==> config.mk <==
export PLATFORM = sky130hd
export DESIGN_NAME = dotmatrix_scan
export DESIGN_NICKNAME = d
export VERILOG_FILES = /design/src/rtl/dotmatrix_pkg.sv /design/src/rtl/dotmatrix_row_timer.sv /design/src/rtl/dotmatrix_scan.sv
export SDC_FILE = /design/constraint.sdc
export NUM_CORES = 1
export LEC_CHECK = 0
export CAP_MARGIN = 20
export CORE_ASPECT_RATIO = 0.5
export CORE_MARGIN = 3
export CORE_UTILIZATION = 47
export CTS_CLUSTER_SIZE = 25
export DETAILED_ROUTE_END_ITERATION = 10
export HOLD_SLACK_MARGIN = 0.03
export SLEW_MARGIN = 40
export SYNTH_ARGS = -nofsm -noshare
export SYNTH_HDL_FRONTEND = slang
export SYNTH_SLANG_ARGS = --single-unit
==> constraint.sdc <==
create_clock -name clock -period 2.2 [get_ports clock]
set_input_delay 0.44 -clock clock [delete_from_list [all_inputs] [get_ports clock]]
set_output_delay 0.44 -clock clock [all_outputs]
set_load 0.02 [all_outputs]
==> src/rtl/dotmatrix_pkg.sv <==
// rtl/dotmatrix_pkg.sv - shared types and helpers for the dot-matrix scan driver
package dotmatrix_pkg;

  typedef enum logic {
    ST_BLANK = 1'b0,
    ST_ON    = 1'b1
  } state_t;

  // Row index width, never narrower than one bit.
  function automatic int row_w(input int rows);
    return (rows > 1) ? $clog2(rows) : 1;
  endfunction

  function automatic logic off_level(input logic on_level);
    return ~on_level;
  endfunction

endpackage

==> src/rtl/dotmatrix_row_timer.sv <==
// rtl/dotmatrix_row_timer.sv - row slot sequencer: BLANK then PWM ON steps, row index
module dotmatrix_row_timer
  import dotmatrix_pkg::*;
#(
  parameter int ROWS     = 8,
  parameter int BLANK    = 16,
  parameter int PWM_BITS = 4,
  parameter int STEP     = 64,
  localparam int ROW_W   = row_w(ROWS)
) (
  input  logic                clock,
  input  logic                reset,
  output state_t              phase,
  output logic [PWM_BITS-1:0] step,
  output logic [ROW_W-1:0]    row,
  output logic                blank_last,
  output logic                frame_first,
  output logic                frame_end
);

  localparam int CNT_MAX = (BLANK > STEP) ? BLANK : STEP;
  localparam int CNT_W   = $clog2(CNT_MAX + 1);
  localparam logic [CNT_W-1:0]    BLANK_LAST = CNT_W'(BLANK - 1);
  localparam logic [CNT_W-1:0]    STEP_LAST  = CNT_W'(STEP - 1);
  localparam logic [ROW_W-1:0]    ROW_LAST   = ROW_W'(ROWS - 1);
  localparam logic [PWM_BITS-1:0] IDX_LAST   = '1;

  state_t              state, state_n;
  logic [CNT_W-1:0]    cnt, cnt_n;
  logic [PWM_BITS-1:0] step_q, step_n;
  logic [ROW_W-1:0]    row_q, row_n;
  logic                row_adv;

  always_ff @(posedge clock) begin
    if (reset) begin
      state  <= ST_BLANK;
      cnt    <= '0;
      step_q <= '0;
      row_q  <= '0;
    end else begin
      state  <= state_n;
      cnt    <= cnt_n;
      step_q <= step_n;
      row_q  <= row_n;
    end
  end

  // The row only advances at the end of ON, so it never changes while lit.
  always_comb begin
    state_n = state;
    cnt_n   = cnt + CNT_W'(1);
    step_n  = step_q;
    row_n   = row_q;
    row_adv = 1'b0;
    case (state)
      ST_BLANK: begin
        if (cnt == BLANK_LAST) begin
          state_n = ST_ON;
          cnt_n   = '0;
          step_n  = '0;
        end
      end
      ST_ON: begin
        if (cnt == STEP_LAST) begin
          cnt_n = '0;
          if (step_q == IDX_LAST) begin
            row_adv = 1'b1;
            state_n = ST_BLANK;
            step_n  = '0;
            row_n   = (row_q == ROW_LAST) ? '0 : row_q + ROW_W'(1);
          end else begin
            step_n = step_q + PWM_BITS'(1);
          end
        end
      end
      default: state_n = ST_BLANK;
    endcase
  end

  assign phase       = state;
  assign step        = step_q;
  assign row         = row_q;
  assign blank_last  = (state == ST_BLANK) && (cnt == BLANK_LAST);
  assign frame_first = (state == ST_BLANK) && (cnt == '0) && (row_q == '0);
  assign frame_end   = row_adv && (row_q == ROW_LAST);

endmodule

==> src/rtl/dotmatrix_scan.sv <==
// rtl/dotmatrix_scan.sv - double-buffered multiplexed dot-matrix scan driver with PWM
module dotmatrix_scan
  import dotmatrix_pkg::*;
#(
  parameter int   ROWS       = 8,
  parameter int   COLS       = 8,
  parameter int   BLANK      = 16,
  parameter int   PWM_BITS   = 4,
  parameter int   STEP       = 64,
  parameter logic ANODE_ON   = 1'b1,
  parameter logic CATHODE_ON = 1'b0
) (
  input  logic                     clock,
  input  logic                     reset,
  input  logic                     wr_en,
  input  logic [$clog2(ROWS)-1:0]  wr_row,
  input  logic [COLS-1:0]          wr_data,
  input  logic                     swap_req,
  output logic                     swap_ack,
  input  logic [PWM_BITS-1:0]      brightness,
  output logic [ROWS-1:0]          anode,
  output logic [COLS-1:0]          cathode,
  output logic                     frame_start
);

  localparam int   ROW_W       = row_w(ROWS);
  localparam logic ANODE_OFF   = off_level(ANODE_ON);
  localparam logic CATHODE_OFF = off_level(CATHODE_ON);

  state_t              phase;
  logic [PWM_BITS-1:0] step;
  logic [ROW_W-1:0]    row;
  logic                blank_last;
  logic                frame_first;
  logic                frame_end;

  logic [COLS-1:0]     buf0 [ROWS];
  logic [COLS-1:0]     buf1 [ROWS];
  logic                front_sel;
  logic                swap_pending;
  logic [PWM_BITS-1:0] bright_q;
  logic [COLS-1:0]     front_row;
  logic [ROWS-1:0]     anode_n;
  logic [COLS-1:0]     cathode_n;
  logic                drive;
  logic                swap_now;
  logic                wr_ok;

  dotmatrix_row_timer #(
    .ROWS     (ROWS),
    .BLANK    (BLANK),
    .PWM_BITS (PWM_BITS),
    .STEP     (STEP)
  ) u_timer (
    .clock       (clock),
    .reset       (reset),
    .phase       (phase),
    .step        (step),
    .row         (row),
    .blank_last  (blank_last),
    .frame_first (frame_first),
    .frame_end   (frame_end)
  );

  assign wr_ok     = wr_en && (int'(wr_row) < ROWS);
  assign swap_now  = frame_end && swap_pending;
  assign front_row = front_sel ? buf1[row] : buf0[row];
  assign drive     = (phase == ST_ON) && (step < bright_q);

  // Writes always target the buffer not being displayed this cycle.
  always_ff @(posedge clock) begin
    if (reset) begin
      for (int r = 0; r < ROWS; r++) begin
        buf0[r] <= '0;
        buf1[r] <= '0;
      end
    end else if (wr_ok) begin
      if (front_sel) buf0[wr_row] <= wr_data;
      else           buf1[wr_row] <= wr_data;
    end
  end

  always_comb begin
    anode_n   = {ROWS{ANODE_OFF}};
    cathode_n = {COLS{CATHODE_OFF}};
    if (drive) begin
      anode_n[row] = ANODE_ON;
      for (int c = 0; c < COLS; c++) begin
        cathode_n[c] = front_row[c] ? CATHODE_ON : CATHODE_OFF;
      end
    end
  end

  // A request arriving on the swap cycle re-arms for the following frame.
  always_ff @(posedge clock) begin
    if (reset) begin
      front_sel    <= 1'b0;
      swap_pending <= 1'b0;
      swap_ack     <= 1'b0;
      bright_q     <= '0;
      frame_start  <= 1'b0;
      anode        <= {ROWS{ANODE_OFF}};
      cathode      <= {COLS{CATHODE_OFF}};
    end else begin
      front_sel    <= front_sel ^ swap_now;
      swap_pending <= swap_now ? swap_req : (swap_pending | swap_req);
      swap_ack     <= swap_now;
      if (blank_last) bright_q <= brightness;
      frame_start  <= frame_first;
      anode        <= anode_n;
      cathode      <= cathode_n;
    end
  end

endmodule

==> metrics.txt, run 1 <==
Pre-antenna DRT Iters=7; worst skew pair latency=0.42 ns; Max-Cap Viols=0; root buf cell=clkbuf_16; DR WL/cell=19.6 microns; class of the worst hold path=flop to flop; cell row count=32; dpl ws=-0.196 ns; Slew @ Worst Pin=0.646 ns; crit path DAT=2.11 ns; async set-reset flop share out of synthesis=0%; Syn Area/Cell=14.1 sq um; PwrDens=744 mW/mm^2; non-filler cells, final=841; Initial DRC Count=362; Synth Flop Type=edfxtp_1; Starting Density=48.9%; final worst setup slack=0.203 ns; placed cells=809; layout filler cell count=1292; unrepaired setup endpoints after global routing=false; CTS Sinks=170; Ys Warns=0; Post-synth EDFFs=128; total gr overflow=0; Area growth, synth to finish=17.6%; post-DP HPWL=approximately 11 mm; Core ar.=between 0.015 and 0.02 sq mm; crit path time final=2.00 ns; crit start category=primary input; die height=96.4 microns; Setup Skew=0.0103 ns; vias in the first global route=about 4300; peak supply drop=0.423 mV; R2R depth=7; Tot GR Track Use=19.3%; Reg clk slew, reported paths=0.07 ns; vias after detailed routing=4425; DIE AREA=0.0180 sq mm; Design Power=approximately 0.0067 W; Total Nets Final=635; clock tree buffer depth=2; depth of the CTS H-tree=4; DRT Wirelength=16.5 mm; r2r setup slk=0.39 ns; Worst Hold End=u_timer.cnt[0]$_SDFF_PP0_; layout cell share with drive strength beyond 1=20.0%; slowest cell on the critical path=clkdlybuf4s50_1; CP Capture Type=flop; worst r2r src=u_timer.row[0]$_SDFFE_PP0N_; Hold Vio Cnt, Final=0; Rel. slew slack=between 50% and 60%; worst hold stages=1; Cells after Synth=543; Synthesized Nets=571; largest net degree at the start of global routing=33; Via density=5.26; Distinct cells, synth=46; static leakage=3.32 nW; # DRC=0; Hold Buf Count CTS=0; Critical Path RT=2.31 ns; status=completed; Max stage delay on crit path=about 0.5 ns; WS Path Type=primary input to flop; Critical Path Fanout Max=8; number of synthesized register bits=between 150 and 200; global-route wire length before repair=25.4 mm; hold slack=0.462 ns; placer's final routability congestion estimate=0.786; Final ANT Viol Nets=0; crit-path cells=clkdlybuf4s50_1 -> buf_4 -> nor3b_1 -> nand2_1 -> nor2_1 -> or2_2; die width=187 microns; Seq/Total Area, Yosys=61.0%; crit share post-route=roughly nine tenths; antenna violations before repair=0; Slew Limit Fails=0; Num CTS Buffers=17; I/O Buffers=36; setup bufs post-CTS=0; startpoint of the worst hold path=u_timer.cnt[0]$_SDFF_PP0_; io pins=37; cell area after synthesis=0.00768 sq mm; Final setup viols=0; CTS resizes=0; CTS tree=done; Inserted Diodes=0; Core Util, Final=a little under three fifths; R2R Path End=front_sel$_SDFF_PP0_; FMAX=501 MHz
[placed cells by master (no fill, tap or decap), types with 7 or more instances in the layout]
cell type        Yosys  routed
buf_4                1      35
mux4_2              16      16
nor3_1              10      10
edfxtp_1           128     128
mux2_2               8       8
nor2_1              27      27
inv_1               10      10
clkbuf_16            0      17
nand2_1             20      20
or2_2               17      17
mux2i_1             14      14
inv_6                0       7
clkdlybuf4s50_1      0      36
ha_1                 9       9
nor4_1               8       8
and2_1             128     128
dfxtp_1             42      41
mux4_1              16      16
[routing by layer]
layer,wire (microns),vias up,GRT usage (%)
met5,0,-,0
met3,780,15,4.07
met4,196,0,5.15
met2,7170,105,29.6
li1,-,2123,-
met1,8380,2182,28.4
[flip-flops by register name, indices dropped and copies added, names as in the netlist, named ones only]
register,flops
swap_pending,1
buf1,64
bright_q,4
cathode,8
u_timer.phase,1
frame_start,1
u_timer.step,4
u_timer.cnt,7
u_timer.row,3
anode,8
swap_ack,1
buf0,64
front_sel,1
[cells by family (layout without fill, tap and decap cells)]
| kind of cell | Yosys count | after routing | share of synthesized area [%] |
|---|---|---|---|
| fa+ha+maj | 9 | 9 | 1.47 |
| compound gates | 27 | 27 | 2.72 |
| mux | 54 | 54 | 13.2 |
| xor+xnor | 4 | 4 | 0.456 |
| buf+inv | 39 | 116 | 2.72 |
| simple gates | 240 | 240 | 18.5 |
| flops | 170 | 170 | 61.0 |
[power by group]
part           internal [W]  switching [W]  total (W)  leakage (nW)
Sequential          0.00354      0.0000329    0.00357          1.66
Clock               0.00152        0.00134    0.00286         0.279
Combinational      0.000118       0.000170   0.000287          1.38
Total               0.00518        0.00154    0.00672          3.32
[cells in the mapped netlist, drive strengths merged, types with 2 or more instances]
master	count	area share, %
a211oi	2	0.20
or4	2	0.20
nand2	20	0.98
o21ai	5	0.33
and4	2	0.23
nor2b	2	0.16
nand2b	3	0.24
xnor2	3	0.34
nor3	14	1.2
buf	15	1.5
nand3	6	0.39
mux2	8	1.2
clkbuf	14	0.68
mux4	32	10
a311oi	2	0.23
edfxtp	128	50
o211ai	9	1.3
nand3b	2	0.20
mux2i	14	1.8
dfxtp	42	11
inv	10	0.49
a21oi	6	0.39
or2	18	1.5
nor2	27	1.3
nor4	9	0.93
and2	128	10
ha	9	1.5
nand4b	2	0.23
[through the flow]
step	setup TNS, ns	cell area (sq um)
floorplan	0	7680
global placement	-11.53	8470
detailed placement	-17.06	8470
CTS	0	9030
global route	0	9030
finish	0	9030
[worst max path at each step]
stage | slack (ns) | endpoint | from
after floorplan | 0.34 | buf0[0][0]$_SDFFCE_PN0P_ | wr_row[2]
after global placement | -0.16 | buf1[3][5]$_SDFFCE_PN0P_ | reset
after CTS | 0.23 | buf0[2][5]$_SDFFCE_PN0P_ | reset
final | 0.20 | buf1[7][6]$_SDFFCE_PN0P_ | reset
after global routing | 0.1 | buf1[2][7]$_SDFFCE_PN0P_ | reset
after detailed placement | -0.20 | buf0[2][7]$_SDFFCE_PN0P_ | reset
[critical path, delay by kind of cell]
family	cells	cell delay, ns
and+or+nand+nor	4	0.97
buffers and inverters	2	0.69
[layout make-up]
class | instances | area [sq um] | area share [%]
flip-flops and latches | 170 | 4690 | 51.9
multi-input cells | 334 | 2790 | 30.9
repair buffers | 74 | 683 | 7.56
clock buffers | 18 | 439 | 4.86
well taps | 221 | 277 | 3.06
clock inverters | 14 | 121 | 1.34
inverters | 10 | 37.5 | 0.416
No activity file was read; power rests on OpenSTA's default activity.
==> run 2: changes to the inputs <==
--- a/config.mk
+++ b/config.mk
@@ -9,9 +9,9 @@
 export CORE_ASPECT_RATIO = 0.5
 export CORE_MARGIN = 3
 export CORE_UTILIZATION = 47
-export CTS_CLUSTER_SIZE = 25
 export DETAILED_ROUTE_END_ITERATION = 10
 export HOLD_SLACK_MARGIN = 0.03
+export MAX_ROUTING_LAYER = met4
 export SLEW_MARGIN = 40
 export SYNTH_ARGS = -nofsm -noshare
 export SYNTH_HDL_FRONTEND = slang
==> run 2 against run 1 <==
Utilization did not move. Global-route usage rose by 0.63 points. Routed wire length decreased by 0.57%. Critical path depth unchanged. Setup slack worse by 0.023 ns. Final cell count unchanged. Final area unchanged. Largest power group unchanged.
==> metrics.txt, run 2 (synthesized netlist as in run 1, its figures left out) <==
status=completed (unchanged); peak supply drop=0.418 mV (was 0.423 mV); top cell family by delay on the critical path=simple AND/OR/NAND/NOR gates (unchanged); # DRC=0 (unchanged); clock tree buffer depth=2 (unchanged); global-route wire length before repair=25.4 mm (about the same); Via density=5.23 (was 5.26); Starting Density=48.9% (unchanged); slowest cell on the critical path=clkdlybuf4s50_1 (unchanged); Final setup viols=0 (unchanged); Reg clk slew, reported paths=0.07 ns (about the same); R2R Path End=front_sel$_SDFF_PP0_ (unchanged); worst r2r src=u_timer.row[0]$_SDFFE_PP0N_ (unchanged); WS Path Type=primary input to flop (unchanged); Total Nets Final=635 (unchanged); crit path time final=2.02 ns (was 2.00 ns); Slew @ Worst Pin=0.638 ns (was 0.646 ns); worst skew pair latency=0.42 ns (about the same); crit share post-route=91.8% (was 90.8%); Area growth, synth to finish=17.6% (unchanged); layout cell share with drive strength beyond 1=20.0% (unchanged); Pre-antenna DRT Iters=4 (was 7); Final Cell Area=0.00903 sq mm (unchanged); root buf cell=clkbuf_16 (unchanged); CP Capture Type=flop (unchanged); die height=96.4 microns (unchanged); FMAX=495 MHz (was 501 MHz); Hold Buf Count CTS=0 (unchanged); PwrDens=743 mW/mm^2 (was 744 mW/mm^2); crit start category=primary input (unchanged); vias after detailed routing=4399 (was 4425); Top Registers=buf0: 64 flops, buf1: 64 flops (unchanged); antenna violations before repair=0 (unchanged); final worst setup slack=0.180 ns (was 0.203 ns); post-DP HPWL=11.0 mm (unchanged); crit path DAT=2.13 ns (was 2.11 ns); Final ANT Viol Nets=0 (unchanged); total gr overflow=0 (unchanged); layout filler cell count=1292 (unchanged); Setup Skew=0.0116 ns (was 0.0103 ns); CTS Sinks=170 (unchanged); Worst path depth=6 (unchanged); CTS resizes=0 (unchanged); R2R depth=7 (unchanged); hold slack=0.462 ns (about the same); Crit. Startpoint=reset (unchanged); Inserted Diodes=0 (unchanged); CTS tree=done (unchanged); class of the worst hold path=flop to flop (unchanged); TNS Setup=0 ns (unchanged); Design Power=0.00671 W (was 0.00672 W); I/O Buffers=36 (unchanged); Num CTS Buffers=17 (unchanged); vias in the first global route=4334 (was 4336); Rel. slew slack=57.3% (was 56.8%); cell row count=32 (unchanged); die width=187 microns (unchanged); Max stage delay on crit path=0.52 ns (was 0.50 ns); Core ar.=0.0157 sq mm (unchanged); DIE AREA=0.0180 sq mm (unchanged); depth of the CTS H-tree=4 (unchanged); r2r setup slk=0.41 ns (was 0.39 ns); most frequent cells in the layout=and2_1 (128), edfxtp_1 (128), dfxtp_1 (41) (unchanged); DR WL/cell=19.5 microns (was 19.6 microns); WP buf/inv=2 (unchanged); dpl ws=-0.196 ns (unchanged); DRT Wirelength=16.4 mm (was 16.5 mm); crit-path cells=clkdlybuf4s50_1 -> buf_4 -> nor3b_1 -> nand2_1 -> nor2_1 -> or2_2 (unchanged); critical path endpoint=buf1[7][6]$_SDFFCE_PN0P_ (unchanged); Critical Path RT=2.31 ns (about the same); Tot GR Track Use=19.9% (was 19.3%); static leakage=3.32 nW (unchanged); unrepaired setup endpoints after global routing=false (unchanged); Hold Vio Cnt, Final=0 (unchanged); placer's final routability congestion estimate=0.797 (was 0.786); Initial DRC Count=387 (was 362); io pins=37 (unchanged); Max-Cap Viols=0 (unchanged); Slew Limit Fails=0 (unchanged); setup bufs post-CTS=0 (unchanged); placed cell area=0.00847 sq mm (unchanged); largest net degree at the start of global routing=33 (unchanged); Critical Path Fanout Max=8 (unchanged)
[run 2: cell counts in the layout (fill, tap and decap cells not counted)]
No cell type changed its count.
[run 2: worst min-delay path by stage]
stage	from	endpoint	cells after the start
after floorplan	u_timer.cnt[0]$_SDFF_PP0_	u_timer.cnt[0]$_SDFF_PP0_	1
after global placement	u_timer.cnt[0]$_SDFF_PP0_	u_timer.cnt[0]$_SDFF_PP0_	1
after detailed placement	u_timer.cnt[0]$_SDFF_PP0_	u_timer.cnt[0]$_SDFF_PP0_	1
after CTS	u_timer.cnt[0]$_SDFF_PP0_	u_timer.cnt[0]$_SDFF_PP0_	1
after global routing	u_timer.cnt[0]$_SDFF_PP0_	u_timer.cnt[0]$_SDFF_PP0_	1
final	u_timer.cnt[0]$_SDFF_PP0_	u_timer.cnt[0]$_SDFF_PP0_	1
[run 2: stage by stage]
step / cells / utilization [%]
2_1_floorplan: 543 / -
3_3_place_gp: 809 / 54.0
3_5_place_dp: 809 / 54.0
4_1_cts: 841 / 57.5
5_1_grt: 841 / 57.5
6_report: 841 / 57.5
[run 2: layout make-up]
type	count	area [sq um]	share of cell area, %
Sequential cell	170	4690	51.9
Tap cell	221	277	3.06
Clock buffer	18	439	4.86
Timing Repair Buffer	74	683	7.56
Multi-Input combinational cell	334	2790	30.9
Inverter	10	37.5	0.416
Clock inverter	14	121	1.34
[run 2: per-layer routing]
metal | vias up | global-route usage (%) | part of all wire (%)
met5 | - | - | 0
met4 | 0 | 5.15 | 0.98
met3 | 14 | 4.14 | 5.0
met2 | 98 | 29.7 | 44
met1 | 2163 | 28.4 | 50
li1 | 2124 | - | -
[run 2: power breakdown]
| group | internal (W) | switching, W |
|---|---|---|
| combinational | 0.000118 | 0.000170 |
| clock | 0.00152 | 0.00133 |
| sequential | 0.00354 | 0.0000327 |
==> run 3: changes to the inputs <==
--- a/config.mk
+++ b/config.mk
@@ -5,10 +5,10 @@
 export SDC_FILE = /design/constraint.sdc
 export NUM_CORES = 1
 export LEC_CHECK = 0
-export CAP_MARGIN = 20
 export CORE_ASPECT_RATIO = 0.5
 export CORE_MARGIN = 3
 export CORE_UTILIZATION = 47
+export CTS_CLUSTER_DIAMETER = 60
 export DETAILED_ROUTE_END_ITERATION = 10
 export HOLD_SLACK_MARGIN = 0.03
 export MAX_ROUTING_LAYER = met4
==> results of run 3 <==
Final layout, timing and power as in run 2 (identical DEF).
